==> src/rtl/mimo_frame_sched.sv <==
// -----------------------------------------------------------------------------
// mimo_frame_sched
//
// Frame-level sequencer for a MIMO detector datapath. Each accepted H/Y frame
// is walked through three phases:
//   DEC : QR decomposition runs for DEC_LAT cycles (dec_start on first cycle)
//   PG  : path generator runs for PG_LAT cycles    (pg_start on first cycle)
//   OUT : PATH/PED result is offered on out_valid until out_ready
// A new frame may be accepted in the same cycle as the OUT handshake, so a
// continuous stream is processed with one frame every DEC_LAT+PG_LAT+1 cycles.
//
// Parameters
//   DEC_LAT  decomposition latency in cycles (1..63)
//   PG_LAT   path generator latency in cycles (1..63)
//   ID_W     width of the frame tag
//
// Optional feature (compile-time macro FRAME_CNT_EN)
//   defined   : frame_cnt counts completed frames, saturating at 16'hFFFF
//   undefined : frame_cnt is tied to zero and no counter register exists
//
// Ports
//   clk        in   clock
//   rst        in   asynchronous reset, active low
//   in_valid   in   H/Y frame present
//   in_ready   out  frame accepted when in_valid is also high (combinational)
//   ld_en      out  H/Y input-register capture strobe (in_valid & in_ready)
//   dec_start  out  decomposition start pulse
//   pg_start   out  path generator start pulse
//   out_valid  out  PATH/PED result ready
//   out_ready  in   downstream accepts the result
//   flush      in   synchronous abort, highest priority
//   frame_id   out  tag of the current frame
//   busy       out  scheduler not idle
//   frame_cnt  out  count of completed frames
// -----------------------------------------------------------------------------
module mimo_frame_sched #(
    parameter int DEC_LAT = 6,
    parameter int PG_LAT  = 4,
    parameter int ID_W    = 8
) (
    input  logic            clk,
    input  logic            rst,
    input  logic            in_valid,
    output logic            in_ready,
    output logic            ld_en,
    output logic            dec_start,
    output logic            pg_start,
    output logic            out_valid,
    input  logic            out_ready,
    input  logic            flush,
    output logic [ID_W-1:0] frame_id,
    output logic            busy,
    output logic [15:0]     frame_cnt
);

    typedef enum logic [1:0] {
        ST_IDLE = 2'd0,
        ST_DEC  = 2'd1,
        ST_PG   = 2'd2,
        ST_OUT  = 2'd3
    } state_t;

    // The phase counter counts down to zero, so it is loaded with LAT-1.
    localparam logic [5:0] DEC_LOAD = 6'(DEC_LAT - 1);
    localparam logic [5:0] PG_LOAD  = 6'(PG_LAT - 1);

    state_t          r_state;
    state_t          w_state_nxt;
    logic [5:0]      r_cnt;
    logic [5:0]      w_cnt_nxt;
    logic            r_dec_start;
    logic            r_pg_start;
    logic            r_out_valid;
    logic            r_busy;
    logic [ID_W-1:0] r_frame_id;
    logic            w_in_ready;
    logic            w_accept;
    logic            w_out_hs;

    // Input-side handshake: open in IDLE, and in OUT only when the result
    // leaves in the same cycle; reset and flush both close it.
    always_comb begin
        w_in_ready = 1'b0;
        if (!rst || flush) begin
            w_in_ready = 1'b0;
        end else begin
            case (r_state)
                ST_IDLE: w_in_ready = 1'b1;
                ST_OUT:  w_in_ready = out_ready;
                default: w_in_ready = 1'b0;
            endcase
        end
    end

    assign w_accept = in_valid & w_in_ready;
    // A result handshake is never honoured while flushing.
    assign w_out_hs = (r_state == ST_OUT) & out_ready & ~flush;

    // Next-state and phase-counter logic.
    always_comb begin
        w_state_nxt = r_state;
        w_cnt_nxt   = r_cnt;
        if (flush) begin
            w_state_nxt = ST_IDLE;
            w_cnt_nxt   = 6'd0;
        end else begin
            case (r_state)
                ST_IDLE: begin
                    if (w_accept) begin
                        w_state_nxt = ST_DEC;
                        w_cnt_nxt   = DEC_LOAD;
                    end else begin
                        w_state_nxt = ST_IDLE;
                        w_cnt_nxt   = 6'd0;
                    end
                end
                ST_DEC: begin
                    if (r_cnt == 6'd0) begin
                        w_state_nxt = ST_PG;
                        w_cnt_nxt   = PG_LOAD;
                    end else begin
                        w_state_nxt = ST_DEC;
                        w_cnt_nxt   = r_cnt - 6'd1;
                    end
                end
                ST_PG: begin
                    if (r_cnt == 6'd0) begin
                        w_state_nxt = ST_OUT;
                        w_cnt_nxt   = 6'd0;
                    end else begin
                        w_state_nxt = ST_PG;
                        w_cnt_nxt   = r_cnt - 6'd1;
                    end
                end
                ST_OUT: begin
                    if (w_out_hs) begin
                        // Overlapped accept goes straight back into DEC.
                        if (w_accept) begin
                            w_state_nxt = ST_DEC;
                            w_cnt_nxt   = DEC_LOAD;
                        end else begin
                            w_state_nxt = ST_IDLE;
                            w_cnt_nxt   = 6'd0;
                        end
                    end else begin
                        w_state_nxt = ST_OUT;
                        w_cnt_nxt   = 6'd0;
                    end
                end
                default: begin
                    w_state_nxt = ST_IDLE;
                    w_cnt_nxt   = 6'd0;
                end
            endcase
        end
    end

    // State, counter and registered strobes. Strobes are decoded from the
    // upcoming transition so they are high exactly in the first cycle of a
    // phase and come straight from flops.
    always_ff @(posedge clk or negedge rst) begin
        if (!rst) begin
            r_state     <= ST_IDLE;
            r_cnt       <= 6'd0;
            r_dec_start <= 1'b0;
            r_pg_start  <= 1'b0;
            r_out_valid <= 1'b0;
            r_busy      <= 1'b0;
        end else begin
            r_state     <= w_state_nxt;
            r_cnt       <= w_cnt_nxt;
            r_dec_start <= (w_state_nxt == ST_DEC) && (r_state != ST_DEC);
            r_pg_start  <= (w_state_nxt == ST_PG) && (r_state == ST_DEC);
            r_out_valid <= (w_state_nxt == ST_OUT);
            r_busy      <= (w_state_nxt != ST_IDLE);
        end
    end

    // Frame tag: advances on every accept and wraps naturally; flush leaves it.
    always_ff @(posedge clk or negedge rst) begin
        if (!rst) begin
            r_frame_id <= {ID_W{1'b0}};
        end else if (w_accept) begin
            r_frame_id <= r_frame_id + ID_W'(1);
        end else begin
            r_frame_id <= r_frame_id;
        end
    end

`ifdef FRAME_CNT_EN
    logic [15:0] r_frame_cnt;

    // Completed-frame counter, saturating so it never wraps back to zero.
    always_ff @(posedge clk or negedge rst) begin
        if (!rst) begin
            r_frame_cnt <= 16'd0;
        end else if (w_out_hs && (r_frame_cnt != 16'hFFFF)) begin
            r_frame_cnt <= r_frame_cnt + 16'd1;
        end else begin
            r_frame_cnt <= r_frame_cnt;
        end
    end

    assign frame_cnt = r_frame_cnt;
`else
    assign frame_cnt = 16'd0;
`endif

    assign in_ready  = w_in_ready;
    assign ld_en     = w_accept;
    assign dec_start = r_dec_start;
    assign pg_start  = r_pg_start;
    assign out_valid = r_out_valid;
    assign busy      = r_busy;
    assign frame_id  = r_frame_id;

endmodule

==> config.mk <==
export PLATFORM = sky130hd
export DESIGN_NAME = mimo_frame_sched
export DESIGN_NICKNAME = d
export VERILOG_FILES = /design/src/rtl/mimo_frame_sched.sv
export SDC_FILE = /design/constraint.sdc
export NUM_CORES = 1
export LEC_CHECK = 0
export CORE_MARGIN = 2
export CORE_UTILIZATION = 47
export CTS_CLUSTER_SIZE = 8
export DETAILED_ROUTE_END_ITERATION = 10
export GPL_ROUTABILITY_DRIVEN = 0
export PLACE_DENSITY = 0.79
export SETUP_SLACK_MARGIN = 0.5
export SYNTH_ARGS = -nofsm -noshare
export SYNTH_HDL_FRONTEND = slang
export SYNTH_SLANG_ARGS = --single-unit
export TNS_END_PERCENT = 1
==> constraint.sdc <==
create_clock -name clk -period 2.25 [get_ports clk]
set_input_delay 0.225 -clock clk [delete_from_list [all_inputs] [get_ports clk]]
set_output_delay 0.225 -clock clk [all_outputs]
set_load 0.05 [all_outputs]
==> out/qor.csv <==
metric;value;unit
outcome;finished clean;
PortBufs;18;
CTS tree;done;
Max Root-Sink Buffers;2;
Slew Limit Headroom;0.6634;
Synth Register Bits;20;
Post-layout nets;157;
LEAKAGE;0.0006826;uW
vias in the first global route;944;
Hold Crit Class;in2async;
Multi-input gate area;713.2;sq um
Pwr Total;1136;uW
CP max FO;6;
Area Growth Syn to Fin;26.69;%
average cell area after synthesis;10.58;sq um
max-slew violations;0;
CP Data Arrival Time;2.14;ns
fill count;222;
H-tree levels;1;
total congestion overflow;0;
CTS buffer count;3;
cells after synthesis;117;
Worst Path Required;2.43;ns
crit start category;register;
Setup crit end kind;register;
Setup Skew;0.005688;ns
GR Layer Usage met3;0.02342;
antenna-violating nets left;0;
Chip Height;55.31;um
Post-Syn Area;0.001237;sq mm
floorplan core area;0.002477;sq mm
final setup fails;0;
GR Util met2;0.3197;
worst skew pair latency;0.30;ns
CTS Root Cell;clkbuf_4;
DRC Markers;0;
met1 usage in global routing;0.2175;
setup TNS;0;ns
die area;0.003059;sq mm
first-pass GRT wire length;4.284;mm
max-cap viol count;0;
worst hold slack;0.3464;ns
Starting Density;0.4995;
Vias;969;
Power per Cell Area;724.4;mW/mm^2
Reg area;500.5;sq um
main flop type after synthesis;dfrtp_1;
Die Wd;55.31;um
clk sinks;20;
I/O pins;35;
Synth async-reset ratio;1.000;
sequential area share after synthesis;0.4044;
Clock transition at path regs;0.11;ns
grt peak-use layer;met2;
initial drt markers;14;
Peak VDD IR;485.6;uV
critical path class;reg2reg;
initial antenna violation count;0;
RSZ-0062 raised after global routing;yes;
row count;18;
share of layout cells above drive strength 1;0.2517;
pin count of the biggest net entering global routing;22;
Avg WL per Cell;15.65;um
part of the cycle the worst path needs;0.8723;
Syn. warnings;0;
actual slew at the worst max-slew pin;0.5033;ns
final hold vios;0;
Antenna Diode Count;0;
routed wire length;2.707;mm
Distinct cells, synth;41;
Post-synth EDFFs;0;
fin crit period;1.963;ns
dpl hpwl;1.863;mm
hold-fix buffers at CTS;0;
DRT Pass-1 Iters;4;
FMAX;509.5;MHz
Total GRT Usage;0.1797;
Via density;5.601;
## cells in the mapped netlist (2+ instances only)
| master | instances | area (sq um) |
|---|---|---|
| nor2_1 | 4 | 15.01 |
| nor4b_1 | 2 | 17.52 |
| buf_4 | 16 | 120.1 |
| mux2_2 | 2 | 22.52 |
| nor4_1 | 4 | 25.02 |
| a211oi_1 | 3 | 22.52 |
| nand2_1 | 3 | 11.26 |
| ha_1 | 7 | 87.58 |
| dfrtp_1 | 20 | 500.5 |
| buf_2 | 3 | 15.01 |
| inv_1 | 5 | 18.77 |
| nor3_1 | 2 | 10.01 |
| a21oi_1 | 3 | 15.01 |
| nand4_1 | 5 | 31.28 |
| and3_1 | 2 | 12.51 |
| xor2_1 | 2 | 17.52 |
| or2_2 | 2 | 12.51 |
| xnor2_1 | 9 | 78.83 |
## per-stage QoR
| stage | cell area, sq um | std cells | utilization | worst slack [ns] |
|---|---|---|---|---|
| 3_3_place_gp | 1424 | 162 | 0.5747 | 0.3392 |
| 4_1_cts | 1510 | 170 | 0.6096 | 0.3371 |
| 5_1_grt | 1568 | 173 | 0.6328 | 0.2311 |
| 6_report | 1568 | 173 | 0.6328 | 0.2873 |
| 3_5_place_dp | 1424 | 162 | 0.5747 | 0.2281 |
| 2_1_floorplan | 1310 | 132 | - | 0.1051 |
## critical path, stage by stage (launching register included)
cell and delay (ns):
dfrtp_1 0.41, inv_2 0.07, buf_4 0.13, ha_1 0.29
nor2_2 0.25, a21boi_1 0.35, a2bb2oi_1 0.24, a211oi_1 0.10
## cell families (layout without fill, tap and decap cells)
| logic type | after synthesis | count (layout) | share of synthesized area |
|---|---|---|---|
| compound gates | 17 | 17 | 0.1062 |
| xor+xnor | 11 | 11 | 0.07786 |
| fa+ha+maj | 7 | 7 | 0.07078 |
| buf+inv | 25 | 36 | 0.1274 |
| flops | 20 | 20 | 0.4044 |
| mux | 2 | 2 | 0.01820 |
| other cells | 1 | 16 | 0.003030 |
| simple gates | 34 | 34 | 0.1921 |
## cell usage in the layout, fill, tap and decap left out, drive strengths merged, types with 2 or more instances in the layout
master,instances
clkdlybuf4s50,16
nor4b,2
a211oi,3
clkbuf,3
nor4,5
conb,16
buf,12
nand2,3
xnor2,9
and3,2
inv,5
or4,2
ha,7
xor2,2
nor2,4
nor3,3
or2,2
dfrtp,20
nand4,5
a21oi,4
nand2b,2
mux2,2
## path summary, 6_finish.rpt
check	cells past startpoint	slack (ns)	from	to
setup / recovery	7	0.29	r_state[0]	busy
hold / removal	2	0.35	rst	busy
setup reg to reg	7	0.29	r_state[0]	busy
hold reg to reg	1	0.48	frame_id[7]	frame_id[7]
max in group asynchronous	2	1.68	rst	frame_id[3]
min in group clk	1	0.48	frame_id[7]	frame_id[7]
## timing repair
item	4_1_cts	5_1_grt
resized for setup	7	8
pin swaps	1	3
setup endpoints to repair	22	25
setup buffers	5	3
## final cells by class
class / instances / share of cell area
inverters: 5 / 0.01197
clock buffers: 3 / 0.01437
flip-flops and latches: 20 / 0.3192
well taps: 30 / 0.02394
repair buffers: 28 / 0.1756
multi-input cells: 87 / 0.4549
## state kept, by name, summed over array words and instances, names as in the netlist
signal,count
dec_start,1
pg_start,1
r_cnt,6
out_valid,1
r_state,2
frame_id,8
busy,1
## per-layer routing
layer / part of all wire / up-vias
met5: 0 / -
met4: 0.019 / 0
met3: 0.053 / 8
met2: 0.50 / 43
met1: 0.42 / 474
li1: - / 444
## power breakdown
| group | leakage (uW) | internal [uW] | switching, uW | total, uW |
|---|---|---|---|---|
| clock network | 0.0000138 | 62.5 | 108 | 171 |
| logic | 0.000398 | 184 | 323 | 507 |
| registers | 0.000271 | 401 | 57.4 | 458 |
Power figures use the tool's default switching activity.
